## src/rtl/ibex_locked_csr_bank.sv

```systemverilog
// Bank of lockable custom CSRs (for example memory-encryption key words) beside the CSR file.
// Data CSRs support read/write/set/clear; a sticky lock CSR write-protects entries; zeroise wipes all data.
module ibex_locked_csr_bank #(
  parameter int unsigned       NumRegs    = 4,
  parameter int unsigned       Width      = 32,
  parameter logic [11:0]       BaseAddr   = 12'h7C0,
  parameter logic [Width-1:0]  ResetValue = '0
) (
  input  logic                       clk_i,
  input  logic                       rst_i,
  input  logic                       csr_access_i,
  input  logic [11:0]                csr_addr_i,
  input  logic [1:0]                 csr_op_i,
  input  logic [Width-1:0]           csr_wdata_i,
  output logic                       csr_hit_o,
  output logic [Width-1:0]           csr_rdata_o,
  output logic                       csr_err_o,
  input  logic                       zeroise_req_i,
  output logic                       busy_o,
  output logic                       zeroise_done_o,
  output logic [NumRegs*Width-1:0]   reg_value_o,
  output logic [NumRegs-1:0]         reg_locked_o,
  output logic [1:0]                 dbg_state_o
);

  localparam int unsigned IdxW = (NumRegs > 1) ? $clog2(NumRegs) : 1;
  localparam logic [IdxW-1:0] LastIdx = IdxW'(NumRegs - 1);
  localparam logic [12:0] BaseExt = {1'b0, BaseAddr};
  localparam logic [12:0] LockAddr = BaseExt + 13'(NumRegs);

  localparam logic [1:0] OpRead  = 2'd0;
  localparam logic [1:0] OpWrite = 2'd1;
  localparam logic [1:0] OpSet   = 2'd2;
  localparam logic [1:0] OpClear = 2'd3;

  typedef enum logic [1:0] {
    StIdle = 2'd0,
    StWipe = 2'd1,
    StDone = 2'd2
  } state_e;

  state_e                         state_q, state_d;
  logic [IdxW-1:0]                wipe_idx_q, wipe_idx_d;
  logic [NumRegs-1:0][Width-1:0]  data_q, data_d;
  logic [NumRegs-1:0]             lock_q, lock_d;

  logic [12:0]        addr_ext;
  logic               data_hit;
  logic               lock_hit;
  logic [NumRegs-1:0] data_sel;
  logic               sel_locked;
  logic               busy;
  logic               data_wr_en;
  logic               lock_wr_en;

  // Address decode; 13-bit arithmetic keeps BaseAddr+NumRegs from wrapping.
  always_comb begin
    addr_ext = {1'b0, csr_addr_i};
    data_hit = csr_access_i && (addr_ext >= BaseExt) && (addr_ext < LockAddr);
    lock_hit = csr_access_i && (addr_ext == LockAddr);
    data_sel = '0;
    for (int i = 0; i < int'(NumRegs); i++) begin
      data_sel[i] = data_hit && (addr_ext == BaseExt + 13'(i));
    end
    sel_locked = |(data_sel & lock_q);
  end

  assign busy = (state_q != StIdle);

  // Modifying ops on a locked entry are rejected; reads always pass.
  assign data_wr_en = data_hit && !busy && !sel_locked && (csr_op_i != OpRead);
  assign lock_wr_en = lock_hit && !busy && ((csr_op_i == OpWrite) || (csr_op_i == OpSet));

  always_comb begin
    csr_hit_o   = data_hit || lock_hit;
    csr_rdata_o = '0;
    if (data_hit) begin
      for (int i = 0; i < int'(NumRegs); i++) begin
        if (data_sel[i]) begin
          csr_rdata_o = data_q[i];
        end
      end
    end else if (lock_hit) begin
      csr_rdata_o[NumRegs-1:0] = lock_q;
    end
    csr_err_o = ((data_hit || lock_hit) && busy) ||
                (data_hit && sel_locked && (csr_op_i != OpRead));
  end

  // The wipe ignores locks; CSR writes cannot coincide with it because busy blocks them.
  always_comb begin
    data_d = data_q;
    for (int i = 0; i < int'(NumRegs); i++) begin
      if ((state_q == StWipe) && (wipe_idx_q == IdxW'(i))) begin
        data_d[i] = ResetValue;
      end else if (data_wr_en && data_sel[i]) begin
        unique case (csr_op_i)
          OpWrite: data_d[i] = csr_wdata_i;
          OpSet:   data_d[i] = data_q[i] | csr_wdata_i;
          OpClear: data_d[i] = data_q[i] & ~csr_wdata_i;
          default: data_d[i] = data_q[i];
        endcase
      end
    end
  end

  always_comb begin
    lock_d = lock_q;
    if (lock_wr_en) begin
      lock_d = lock_q | csr_wdata_i[NumRegs-1:0];
    end
  end

  // Wipe FSM: next-state logic.
  always_comb begin
    state_d    = state_q;
    wipe_idx_d = wipe_idx_q;
    unique case (state_q)
      StIdle: begin
        wipe_idx_d = '0;
        if (zeroise_req_i) begin
          state_d = StWipe;
        end
      end
      StWipe: begin
        wipe_idx_d = wipe_idx_q + 1'b1;
        if (wipe_idx_q == LastIdx) begin
          state_d    = StDone;
          wipe_idx_d = '0;
        end
      end
      StDone: begin
        state_d = StIdle;
      end
      default: begin
        state_d    = StIdle;
        wipe_idx_d = '0;
      end
    endcase
  end

  // Wipe FSM: outputs.
  always_comb begin
    busy_o         = busy;
    zeroise_done_o = (state_q == StDone);
    dbg_state_o    = state_q;
  end

  always_ff @(posedge clk_i) begin
    if (rst_i) begin
      state_q    <= StIdle;
      wipe_idx_q <= '0;
      data_q     <= {NumRegs{ResetValue}};
      lock_q     <= '0;
    end else begin
      state_q    <= state_d;
      wipe_idx_q <= wipe_idx_d;
      data_q     <= data_d;
      lock_q     <= lock_d;
    end
  end

  assign reg_value_o  = data_q;
  assign reg_locked_o = lock_q;

endmodule

```

## config.mk

```make
export PLATFORM = sky130hd
export DESIGN_NAME = ibex_locked_csr_bank
export DESIGN_NICKNAME = d
export VERILOG_FILES = /design/src/rtl/ibex_locked_csr_bank.sv
export SDC_FILE = /design/constraint.sdc
export NUM_CORES = 1
export LEC_CHECK = 0
export BUFFER_PORTS_ARGS = -buffer_cell sky130_fd_sc_hd__clkbuf_2
export CAP_MARGIN = 20
export CELL_PAD_IN_SITES_DETAIL_PLACEMENT = 1
export CELL_PAD_IN_SITES_GLOBAL_PLACEMENT = 2
export CORE_AREA = 2 2 169 171
export CTS_BUF_LIST = sky130_fd_sc_hd__clkbuf_4
export CTS_CLUSTER_SIZE = 25
export DETAILED_ROUTE_END_ITERATION = 8
export DIE_AREA = 0 0 171 173
export PLACE_DENSITY_LB_ADDON = 0.1
export SKIP_CTS_REPAIR_TIMING = 1
export SYNTH_ARGS = -nofsm -noshare
export SYNTH_HDL_FRONTEND = slang
export SYNTH_SLANG_ARGS = --single-unit
export TNS_END_PERCENT = 20
```

## constraint.sdc

```tcl
create_clock -name clk_i -period 2.29 [get_ports clk_i]
set_input_delay 0.1145 -clock clk_i [delete_from_list [all_inputs] [get_ports clk_i]]
set_output_delay 0.1145 -clock clk_i [all_outputs]
set_load 0.005 [all_outputs]
```

; ---- After elaboration in Yosys (flattened, before gate mapping)
; Index checks and enable logic that the tools add are counted.
[op_classes]
addsub = 1
n_lt_le_gt_ge = 2
n_eq_ne = 15
muxes = 16
bitwise_logic = 11
reduce_logical = 43
[ops]
columns = cell, n
row1 = $pmux W32 S3, 4
row2 = $and A32 B32 Y32, 4
row3 = $mux W32, 4
row4 = $or A32 B32 Y32, 4
row5 = $eq A12 B11 Y1 const B, 5
row6 = $not A32 Y32, 1
row7 = $mux W28, 1
row8 = $logic_and A1 B1 Y1, 23
row9 = $ge A12 B11 Y1 const B, 1
row10 = $lt A12 B11 Y1 const B, 1
row11 = $eq A2 B2 Y1 const B, 5
row12 = $reduce_and A2 Y1, 5
row13 = $mux W4, 2
row14 = $pmux W2 S2, 2
row15 = $reduce_or A2 Y1, 4
row16 = $eq A2 B1 Y1 const B, 3
row17 = $mux W2, 3
row18 = $and A4 B4 Y4, 1
row19 = $logic_not A2 Y1, 2
row20 = $or A4 B4 Y4, 1
row21 = $reduce_bool A2 Y1, 2
row22 = $reduce_or A4 Y1, 1
row23 = $logic_or A1 B1 Y1, 3
row24 = $reduce_bool A3 Y1, 1
row25 = 4 further kinds, 5
[totals]
register_bits = 136
output_inout_bits = 170
wordCells = 95

; ---- Depth between registers and ports, before layout
[logic_depth]
depth_word = 11
ltp_mapped = 8

; ---- Worst setup path after synthesis
; Ideal clock, no wire load.
[synth_path]
kind = register -> register
from = register state_q[1], in the netlist dbg_state_o[1]
to = register data_q (netlist bit reg_value_o[75])
setup_ns = 0.086
t_arrival_ns = 1.952
slack_ns = 0.252
stages_incl_launch_ff = 6
period_less_slack_ns = 2.038
path_cell_list = dfxtp_1 or4_1 nor3b_1 clkbuf_1 a31oi_1 a211oi_1
[synth_via]
elab_chain_len = 7
[synth_rtl]
columns = item, line_no
row1 = from (decl), 42  ; state_e state_q, state_d;
row2 = from (signal assigned), 151  ; state_q <= StIdle;
row3 = from (signal assigned), 156  ; state_q <= state_d;
row4 = $reduce_bool A2 Y1, 68  ; assign busy = (state_q != StIdle);
row5 = $logic_not A1 Y1, 71  ; assign data_wr_en = data_hit && !busy && !sel_locked && (csr_op_i != OpRead);
row6 = $logic_and A1 B1 Y1 (3 in a row), 71
row7 = $logic_and A1 B1 Y1, 96  ; end else if (data_wr_en && data_sel[i]) begin
row8 = $reduce_and A2 Y1 (no line), --
row9 = to (signal assigned), 153  ; data_q <= {NumRegs{ResetValue}};
row10 = to (signal assigned), 158  ; data_q <= data_d;
row11 = to (decl), 44  ; logic [NumRegs-1:0][Width-1:0] data_q, data_d;
; Several ways; a longest one is shown, not always the timed one.
; A chain may end at the register's enable or synchronous reset.

; ---- Worst setup path in the final report
[layout_path]
from = register lock_q[1], in the netlist reg_locked_o[1]
to = output port csr_err_o
[layout_via]
elab_chain_len = 5
[layout_rtl]
columns = item, line_no
row1 = from (decl), 45  ; logic [NumRegs-1:0] lock_q, lock_d;
row2 = from (signal assigned), 159  ; lock_q <= lock_d;
row3 = $and A4 B4 Y4, 65  ; sel_locked = |(data_sel & lock_q);
row4 = $reduce_or A4 Y1, 65
row5 = $logic_and A1 B1 Y1 (2 in a row), 87  ; (data_hit && sel_locked && (csr_op_i != OpRead));
row6 = $logic_or A1 B1 Y1, 86  ; csr_err_o = ((data_hit || lock_hit) && busy) ||
row7 = to (decl), 17  ; output logic csr_err_o,
; No other way between the ends.

==> results.tsv <==
metric	value	unit
yosys_register_bits	136	
syn_area	6890	um2
multiInputGateArea	3830	um2
grt.overflow.total	0	
syn_avg_cell_area	8.71	um2
peakVddDrop	0.285	mV
worstHoldStart	csr_op_i[1]	
p_leak	3.64	nW
initial_core_util	0.249	
async_reset_ff_frac	0	
fin_skew	0.0192	ns
worstReg2RegEnd	reg_value_o[114]$_SDFFE_PP0P_	
wirelength	34100	um
cp_data_required_time	2.18	ns
yosysMostFrequentCell	dfxtp_1	
path_buf_inv	3	
cpMaxStageDelayCell	dfxtp_1	
hp-class	input port to flip-flop	
coreArea	27600	um2
wl_per_cell	24.0	um
cts.clk_slew.worst_paths	0.13	ns
routed_via_density	5.46	
synthTopCellsByArea	dfxtp_1, a211oi_1, a31oi_1, a41oi_1, xnor2_1	
synth_flop_cell	dfxtp_1	
drtIter0Drc	479	
max_freq	0.450	GHz
finalCritPeriodShare	0.971	
drive_gt1_frac	0.312	
yosysTopAreaCellShare	0.395	
path_class	flip-flop to output pin	
rsz0062_at_grt	true	
timing.reg2reg.setup_slack	0.14	ns
root_buffer	clkbuf_4	
dieArea	29600	um2
clkLatencyLatePin	0.57	ns
crit_arrival	2.11	ns
grt_pass1_vias	7761	
fp.dieH	173	um
path_depth	7	
cp_cell_sequence	buf_4, mux2_2, nand3_2, buf_6, o21a_1, o31ai_2, clkbuf_2	
io_buffer_count	219	
tns	0	ns
cts.sink_count	136	
fin_nets	1085	
syn_nets	849	
whs	0.297	ns
grt_pass1_wl	51500	um
p_per_area	495	nW/um2
cp_max_fo	11	
crit_start	reg_locked_o[1]$_SDFFE_PP0P_	
placementRows	61	
maxCapViolations	0	
hold-path-endpoint	reg_locked_o[2]$_SDFFE_PP0P_	
place_congestion	0.743	
remaining_drc_errors	0	
fill_cells	3293	
vias	7754	
cts_tree	done	
antenna_found_initial	1	
hpwlAfterDp	22200	um
fin_crit	2.22	ns
grt_max_degree	67	
grtUsageTotal	0.228	
drtPass1Iterations	4	
seq_area	2720	um2
slew_viol_final	0	
worst_slew_pin_slew	0.923	ns
slew_headroom	0.384	
status	completed	
post-synth-top-area-cell	dfxtp_1	
reg2reg_depth	5	
ys_warn_count	0	
slowest_delay	0.35	ns
dieWidth	171	um
synth_seq_area_share	0.395	
cts_buffers	17	
synth_edf_count	0	
hold_path_depth	5	
syn_to_final_growth	36.6	%
synth_cell_types	45	
synth_common_cells	dfxtp_1, a211oi_1, nand2_1	
cts_max_level	4	
pin_count	220	
cp-end-kind	output pin	
clockBufferDepth	2	
cp_top_family	buffers and inverters	
reg2reg_from	dbg_state_o[1]$_SDFFE_PP0P_	
setup_viol	0	
hold_violations	0	
ant_nets	0	
synthCells	791	
startpoint_type	flip-flop	
## report_power, final
part | total, mW | internal, mW | leakage [nW] | switching (mW)
Sequential | 2.37 | 2.37 | 1.10 | 0.00280
Clock | 1.74 | 0.674 | 0.155 | 1.07
Combinational | 0.546 | 0.184 | 2.39 | 0.362
## per-layer routing
metal	part of all wire	GRT usage	routed length, um	vias to the layer above
met5	0	0	0	-
met4	0.011	0.0456	362	0
met3	0.040	0.0275	1370	24
met2	0.46	0.363	15800	243
met1	0.49	0.332	16600	3903
li1	-	-	-	3584
## cell families (layout without fill, tap and decap cells)
kind of cell               Yosys count  after routing  synth area share
adders and majority gates            8              8            0.0145
other                                0              1                 0
DFF                                136            136             0.395
buffers and inverters               96            345            0.0572
xor gates and xnor gates            32             32            0.0407
AOI/OAI and AO/OA                  330            330             0.337
and+or+nand+nor                    182            182             0.145
muxes                                7              7            0.0104
## cell type report
type                            count  area share
Timing Repair Buffer              305       0.218
Sequential cell                   136       0.289
Tap cell                          378      0.0503
Clock buffer                       17      0.0136
Clock inverter                     15      0.0178
Multi-Input combinational cell    559       0.407
Inverter                            8     0.00319
Antenna cell                        1    0.000266
## worst min-delay path, delay by kind of cell
family	cells	cell delay [ns]
simple gates	1	0.26
fa+ha+maj	1	0.11
compound gates	1	0.14
buf+inv	2	0.19
## state kept, by name, indices dropped and copies added (netlist names)
signal / count
dbg_state_o: 2
reg_value_o: 128
reg_locked_o: 4
wipe_idx_q: 2
## cells in the final DEF (no fill, tap or decap), types with 17 or more instances in the layout
cell type	count
o21ai_0	31
dlygate4sd3_1	34
a211oi_1	97
a21oi_1	32
buf_4	32
buf_12	17
nand2_1	70
and3_1	32
a221oi_1	28
a41oi_1	32
clkbuf_4	17
xnor2_1	32
a22oi_1	34
dfxtp_1	136
a31oi_1	64
clkbuf_2	219
nand3_1	33
## worst max path at each step
stage,to,slack (ns)
after floorplan,reg_value_o[75]$_SDFFE_PP0P_,0.25
after global placement,csr_rdata_o[25],0.04
after detailed placement,reg_value_o[123]$_SDFFE_PP0P_,-0.007
after CTS,csr_err_o,-0.07
after global routing,csr_err_o,-0.04
final,csr_err_o,0.07
## metrics by stage
step | instances | total power, mW | utilization | setup slack, ns | area [um2]
3_5_place_dp | 1352 | 2.92 | 0.317 | -0.00671 | 8750
6_report | 1419 | 4.66 | 0.340 | 0.0666 | 9410
4_1_cts | 1384 | 4.67 | 0.327 | -0.0675 | 9050
2_1_floorplan | 791 | 2.67 | - | 0.252 | 6890
3_3_place_gp | 1352 | 2.92 | 0.317 | 0.0410 | 8750
5_1_grt | 1419 | 4.86 | 0.340 | -0.0400 | 9410
Note: power is estimated with default switching activity, not from simulation.
